==> src/rtl/uart_rx_bit_sampler.sv <==
// uart_rx_bit_sampler: oversampling front end of the UART receiver (sync, edge/bit counting, bit resolve).
// Defining UART_RX_MAJORITY_EN builds the 3-sample majority vote; otherwise one centre sample is used.
module uart_rx_bit_sampler #(
    parameter int data_width = 8
) (
    input  logic       CLK,
    input  logic       RST,
    input  logic       samp_en,
    input  logic [5:0] prescale,
    input  logic       par_en,
    input  logic       RX_IN,
    output logic       rx_sync,
    output logic       sampled_bit,
    output logic       sample_valid,
    output logic [5:0] edge_cnt,
    output logic [3:0] bit_cnt,
    output logic       bit_done,
    output logic       frame_done
);
    // Index of the stop bit when no parity bit is present (start + data).
    localparam logic [3:0] LAST_BIT_NO_PAR = 4'(data_width + 1);

    logic       sync1_q;
    logic       sync2_q;
    logic [5:0] p_q;
    logic [5:0] p_d;
    logic       par_q;
    logic       par_d;
    logic [5:0] edge_q;
    logic [5:0] edge_d;
    logic [3:0] bit_q;
    logic [3:0] bit_d;
    logic       samp_q;
    logic       samp_d;
    logic       valid_q;
    logic       valid_d;
    logic       bit_done_q;
    logic       bit_done_d;
    logic       frame_done_q;
    logic       frame_done_d;

    logic [5:0] p_dec;
    logic [5:0] half;
    logic [3:0] last_bit;
    logic       last_edge;

`ifdef UART_RX_MAJORITY_EN
    logic s0_q;
    logic s0_d;
    logic s1_q;
    logic s1_d;
`endif

    always_ff @(posedge CLK or negedge RST) begin
        if (!RST) begin
            sync1_q <= 1'b1;
            sync2_q <= 1'b1;
        end else begin
            sync1_q <= RX_IN;
            sync2_q <= sync1_q;
        end
    end

    // Illegal oversampling ratios fall back to 16.
    always_comb begin
        p_dec = 6'd16;
        case (prescale)
            6'd8, 6'd16, 6'd32: p_dec = prescale;
            default:            p_dec = 6'd16;
        endcase
    end

    assign half      = {1'b0, p_q[5:1]};
    assign last_edge = (edge_q == (p_q - 6'd1));
    assign last_bit  = LAST_BIT_NO_PAR + {3'b000, par_q};

    // Configuration is only sampled while idle so a frame always sees one P and one length.
    always_comb begin
        p_d          = p_q;
        par_d        = par_q;
        edge_d       = edge_q;
        bit_d        = bit_q;
        bit_done_d   = 1'b0;
        frame_done_d = 1'b0;
        if (!samp_en) begin
            p_d    = p_dec;
            par_d  = par_en;
            edge_d = 6'd0;
            bit_d  = 4'd0;
        end else if (last_edge) begin
            edge_d     = 6'd0;
            bit_done_d = 1'b1;
            if (bit_q == last_bit) begin
                bit_d        = 4'd0;
                frame_done_d = 1'b1;
            end else begin
                bit_d = bit_q + 4'd1;
            end
        end else begin
            edge_d = edge_q + 6'd1;
        end
    end

`ifdef UART_RX_MAJORITY_EN
    always_comb begin
        s0_d    = s0_q;
        s1_d    = s1_q;
        samp_d  = samp_q;
        valid_d = 1'b0;
        if (samp_en) begin
            if (edge_q == (half - 6'd1)) begin
                s0_d = sync2_q;
            end
            if (edge_q == half) begin
                s1_d = sync2_q;
            end
            if (edge_q == (half + 6'd1)) begin
                samp_d  = (s0_q & s1_q) | (s0_q & sync2_q) | (s1_q & sync2_q);
                valid_d = 1'b1;
            end
        end
    end

    always_ff @(posedge CLK or negedge RST) begin
        if (!RST) begin
            s0_q <= 1'b1;
            s1_q <= 1'b1;
        end else begin
            s0_q <= s0_d;
            s1_q <= s1_d;
        end
    end
`else
    always_comb begin
        samp_d  = samp_q;
        valid_d = 1'b0;
        if (samp_en && (edge_q == half)) begin
            samp_d  = sync2_q;
            valid_d = 1'b1;
        end
    end
`endif

    always_ff @(posedge CLK or negedge RST) begin
        if (!RST) begin
            p_q          <= 6'd16;
            par_q        <= 1'b0;
            edge_q       <= 6'd0;
            bit_q        <= 4'd0;
            samp_q       <= 1'b1;
            valid_q      <= 1'b0;
            bit_done_q   <= 1'b0;
            frame_done_q <= 1'b0;
        end else begin
            p_q          <= p_d;
            par_q        <= par_d;
            edge_q       <= edge_d;
            bit_q        <= bit_d;
            samp_q       <= samp_d;
            valid_q      <= valid_d;
            bit_done_q   <= bit_done_d;
            frame_done_q <= frame_done_d;
        end
    end

    assign rx_sync      = sync2_q;
    assign sampled_bit  = samp_q;
    assign sample_valid = valid_q;
    assign edge_cnt     = edge_q;
    assign bit_cnt      = bit_q;
    assign bit_done     = bit_done_q;
    assign frame_done   = frame_done_q;

endmodule

==> config.mk <==
export PLATFORM = sky130hd
export DESIGN_NAME = uart_rx_bit_sampler
export DESIGN_NICKNAME = d
export VERILOG_FILES = /design/src/rtl/uart_rx_bit_sampler.sv
export SDC_FILE = /design/constraint.sdc
export NUM_CORES = 1
export LEC_CHECK = 0
export ABC_AREA = 1
export CORE_UTILIZATION = 50
export CTS_CLUSTER_DIAMETER = 150
export DETAILED_ROUTE_END_ITERATION = 10
export MAX_ROUTING_LAYER = met4
export PLACE_DENSITY = 0.78
export SKIP_CTS_REPAIR_TIMING = 1
export SYNTH_ARGS = -nofsm -noshare
export SYNTH_HDL_FRONTEND = slang
export SYNTH_SLANG_ARGS = --single-unit
==> constraint.sdc <==
create_clock -name CLK -period 1.9 [get_ports CLK]
set_clock_uncertainty 0.1 [all_clocks]
set_input_delay 0.475 -clock CLK [delete_from_list [all_inputs] [get_ports CLK]]
set_output_delay 0.475 -clock CLK [all_outputs]
set_load 0.005 [all_outputs]
**Word-level counts from Yosys, hierarchy flattened**

Index checks and enable logic that the tools add are counted.

- Register bits after elaboration: 23
- Memories: 0
- Output and inout bits: 15
- Bits in writable memories: 0
- Bits in read-only memories: 0
- Latch bits: 0
- Logic and storage cells: 35
- Input port bits: 11

- $add $sub $neg: 4
- Shift-type cells: 0
- Mux-type cells: 12
- Bitwise operators: 0
- Magnitude comparators: 0
- Equal/unequal tests: 7
- Multiply operators: 0
- Div/mod/pow operators: 0
- Reductions and logical operators: 2

Operators with widths:

| kind | number |
|---|---|
| 6-bit 2-to-1 mux | 3 |
| 4-bit 2-to-1 mux | 3 |
| 6-bit by 1-bit adder with 6-bit output (second input constant) | 1 |
| 6-bit by 4-bit equality test with 1-bit output (second input constant) | 1 |
| 6-bit by 5-bit equality test with 1-bit output | 1 |
| 6-bit by 5-bit equality test with 1-bit output (second input constant) | 1 |
| 6-bit equality test | 1 |
| 6-bit equality test (second input constant) | 1 |
| 1-bit 2-to-1 mux | 6 |
| 6-bit by 1-bit subtractor with 6-bit output (second input constant) | 1 |
| 4-bit by 1-bit adder with 4-bit output (first input constant) | 1 |
| 4-bit by 1-bit adder with 4-bit output (second input constant) | 1 |
| 4-bit equality test | 1 |
| 3-bit OR reduction | 1 |
| 2-bit by 1-bit != test with 1-bit output (second input constant) | 1 |
| 1-bit logical AND | 1 |

**Depth between registers and ports, before layout**

- Depth after elaboration: 5
- Depth in mapped cells: 11
- Gate-level depth less buffers: 11

**Worst setup path before layout**

No wires, ideal clock.

- Path kind: register to register
- Start point: reg p_q[1]
- End point: reg edge_q[0] (netlist: edge_cnt[0])
- Path slack: 225 ps
- Setup time: 123 ps
- Buffers on the path: 0
- Period minus slack after synthesis: 1,675 ps
- Arrival: 1,452 ps
- Stages on the path, launching flop included: 11
- Data required time: 1,677 ps
- Cells stage by stage: dfrtp_1 inv_1 ha_1 nand2_1 inv_1 nor2_1 nand3_1 nor2_2 nand3_4 nand2_4 nor2_2

- Word-level cells in the longest chain between the ends: 4

Ends and longest elaborated chain:

| what | line | text |
|---|---|---|
| start: declaration | 25 | `logic [5:0] p_q;` |
| start signal: assignment | 155 | `p_q <= p_d;` |
| 6-bit by 1-bit subtractor with 6-bit output | 74 | `assign last_edge = (edge_q == (p_q - 6'd1));` |
| 6-bit equality test | 74 |  |
| 6-bit 2-to-1 mux | 90 | `end else if (last_edge) begin` |
| 6-bit 2-to-1 mux | 85 | `if (!samp_en) begin` |
| net edge_d[0] | 30 | `logic [5:0] edge_d;` |
| end signal: assignment | 157 | `edge_q <= edge_d;` |
| end: declaration | 29 | `logic [5:0] edge_q;` |

The timed path passes the listed nets, and every way through them passes these cells.
A chain may end at the register's enable or synchronous reset.

**Final worst setup path**

- Start point: reg bit_q[3] (netlist: bit_cnt[3])
- End point: out bit_cnt[3]

RTL lines:

| what | line | text |
|---|---|---|
| start: declaration | 31 | `logic [3:0] bit_q;` |
| start signal: assignment | 158 | `bit_q <= bit_d;` |
| end: declaration | 16 | `output logic [3:0] bit_cnt,` |

No word-level cell between the ends.

==> results.tsv <==
stage	metric	value	unit
outcome	outcome	completed	
clock_network	clkTransAtPathRegs	0.13	ns
sta	hold_slack	0.265	ns
layout	antenna_cells	0	
route	viasPerCell	5.06	
route	num_vias	1239	
global_routing	grt-ovfl-total	0	
worst_hold_path	hold_path.class	reg2reg	
clock_network	clock-sinks	23	
die	core_area	0.00254	sq mm
synthesis	synth_common_cells	49 x nand2_1, 21 x inv_1, 19 x dfrtp_1	
synthesis	synthFlopType	dfrtp_1	
setup_path	cpPeakStageDelay	0.52	ns
clock_network	cts_inserted_buffers	3	
clock_network	cts_buffer_depth	2	
global_routing	antenna_found_initial	0	
setup_path	path_cells	clkdlybuf4s50_1	
sta	rsz0062_at_grt	no	
synthesis	synth.largest_area_cell	dfrtp_1	
route	post-route-drc-count	0	
sta	worst_slack	0.0550	ns
clock_network	htreeDepth	1	
synthesis	synth_area_leaders	dfrtp_1 34%, nand2_1 13%, dfstp_2 7.5%	
sta	timing.final.hold_violations	0	
place	finalWeightedCongestion	0.893	
layout	final_nets	230	
power_and_ir_drop	power_density	509	mW/mm^2
place	dp_slack	0.101	ns
route	drt_iter0_markers	23	
die	die_h	54.8	um
clock_network	cts_tree	yes	
layout	fill_cells	195	
setup_path	crit_fanout	4	
die	start_util	54.8	%
global_routing	grt_use_total	24.1	%
synthesis	syn_inst	177	
sta	setup_viol	0	
synthesis	async_flop_share	100	%
setup_path	cp.required	1.32	ns
global_routing	grt_pass1_wl	4880	um
power_and_ir_drop	leakage	0.949	nW
synthesis	ys_warn_count	0	
worst_hold_path	min_delay_path_depth	0	
synthesis	synthesis.nets	191	
setup_path	path_class	reg2out	
route	top_layer	met4	
setup_path	cpMaxStageDelayCell	clkdlybuf4s50_1	
sta	worstMarginPinSlew	0.287	ns
worst_hold_path	hp-start	sync1_q	
die	chipWidth	54.8	um
global_routing	grt_max_degree	24	
power_and_ir_drop	ir_worst_vdd	0.435	mV
route	firstDrtPassIters	7	
setup_path	critical_path_depth	1	
setup_path	arrival	1.27	ns
sta	maxSlewViolCount	0	
clock_network	root_buffer	clkbuf_4	
sta	fmax	0.542	GHz
synthesis	avgSynthCellArea	7.87	sq um
global_routing	grt_pass1_vias	1175	
synthesis	yosysSeqAreaShare	41.7	%
die	io-pin-count	26	
setup_path	r2r_start	p_q[0]	
synthesis	synth_cell_types	29	
setup_path	worst-path-buf-inv	1	
route	wl_met1	1380	um
synthesis	synth_top_area_share	34.1	%
route	ant_nets	0	
synthesis	synth_area	0.00139	sq mm
setup_path	cp-startpoint	bit_cnt[3]	
route	wl_met2	1530	um
route	wl_per_cell	12.5	um
synthesis	synth_edf_count	0	
sta	fin_crit_sh	97.1	%
synthesis	yosysMostFrequentCell	nand2_1	
synthesis	synth-seq-cells	23	
route	wirelength	3060	um
clock_network	insertion_delay	0.32	ns
setup_path	worstRegToRegCells	10	
setup_path	startpoint_type	register	
layout	drive_above_1_share	23.7	%
sta	finalCriticalPeriod	1.85	ns
sta	relSlewSlack	80.7	%
die	dieArea	0.00300	sq mm
layout	areaGrowthSynthToFinish	30.5	%
place	io_buffers	25	
setup_path	crit_path_end_kind	output pin	
place	dp_hpwl	2290	um
route	wl_met3	107	um
job	cap_violations	0	
setup_path	critPathTopFamily	buffers and inverters	
die	num_rows	18	
[worst paths after layout]
check | endpoint | slack [ns]
max | bit_cnt[3] | 0.05
max reg2reg | edge_cnt[5] | 0.10
min | rx_sync | 0.26
min in group asynchronous | bit_done | 0.39
max in group asynchronous | p_q[4] | 1.03
min reg2reg | rx_sync | 0.26
[routing by layer]
metal,vias to the layer above,GRT usage (%)
li1,629,-
met2,31,40.4
met4,0,11.1
met5,-,-
met3,4,3.61
met1,575,28.1
[kinds of logic after synthesis]
logic type | share of synthesized area (%)
compound gates | 3.50
xor+xnor | 6.91
fa+ha+maj | 2.69
buf+inv | 8.35
flops | 41.7
simple gates | 36.9
[final cells by class]
type,instances,area [sq um],area share (%)
clock buffers,3,22.5,1.24
clock inverters,1,5.00,0.275
inverters,28,105,5.78
multi-input cells,124,713,39.2
flip-flops and latches,23,591,32.5
well taps,30,37.5,2.06
repair buffers,36,345,19.0
[power breakdown]
| group | internal, W | leakage, nW | total (W) | switching (W) |
|---|---|---|---|---|
| clock network | 0.0000789 | 0.0177 | 0.000232 | 0.000153 |
| logic | 0.0000801 | 0.641 | 0.000158 | 0.0000784 |
| registers | 0.000517 | 0.290 | 0.000536 | 0.0000192 |
| total | 0.000676 | 0.949 | 0.000926 | 0.000251 |
[stage by stage]
stage	area, sq um	instances	setup TNS, ns	utilization (%)	total power (W)
finish	1820	245	0	71.5	0.000926
global route	1820	245	0	71.5	0.000971
CTS	1740	239	-0.306	68.2	0.000924
detailed placement	1710	235	0	67.1	0.000698
global placement	1710	235	0	67.1	0.000695
floorplan	1390	177	0	-	0.000620
[cells in the final DEF, fill, tap and decap left out]
cell type        count
nand2_1             49
inv_1               21
clkdlybuf4s50_1     20
nand3_1             16
nor2_1              14
dfrtp_1             11
buf_4               11
dfrtp_2              8
nor2_2               7
inv_2                6
nand4_1              5
dlymetal6s2s_1       5
xor2_1               4
dfstp_2              4
o22ai_1              3
nor3_1               3
a21oi_1              3
o21ai_0              3
ha_1                 3
clkbuf_4             3
nor2_4               2
xnor2_1              2
nand3_2              1
nand2_4              1
xnor2_2              1
nor2_8               1
xor2_4               1
nand3_4              1
nand2_8              1
nor4_1               1
clkinv_1             1
nor3_2               1
or2_2                1
clkinv_2             1
[registers in the layout, summed over array words and instances (netlist names)]
signal / flops
edge_cnt: 6
p_q: 6
rx_sync: 1
sampled_bit: 1
bit_done: 1
sample_valid: 1
sync1_q: 1
frame_done: 1
par_q: 1
bit_cnt: 4
No activity file was read; power rests on OpenSTA's default activity.
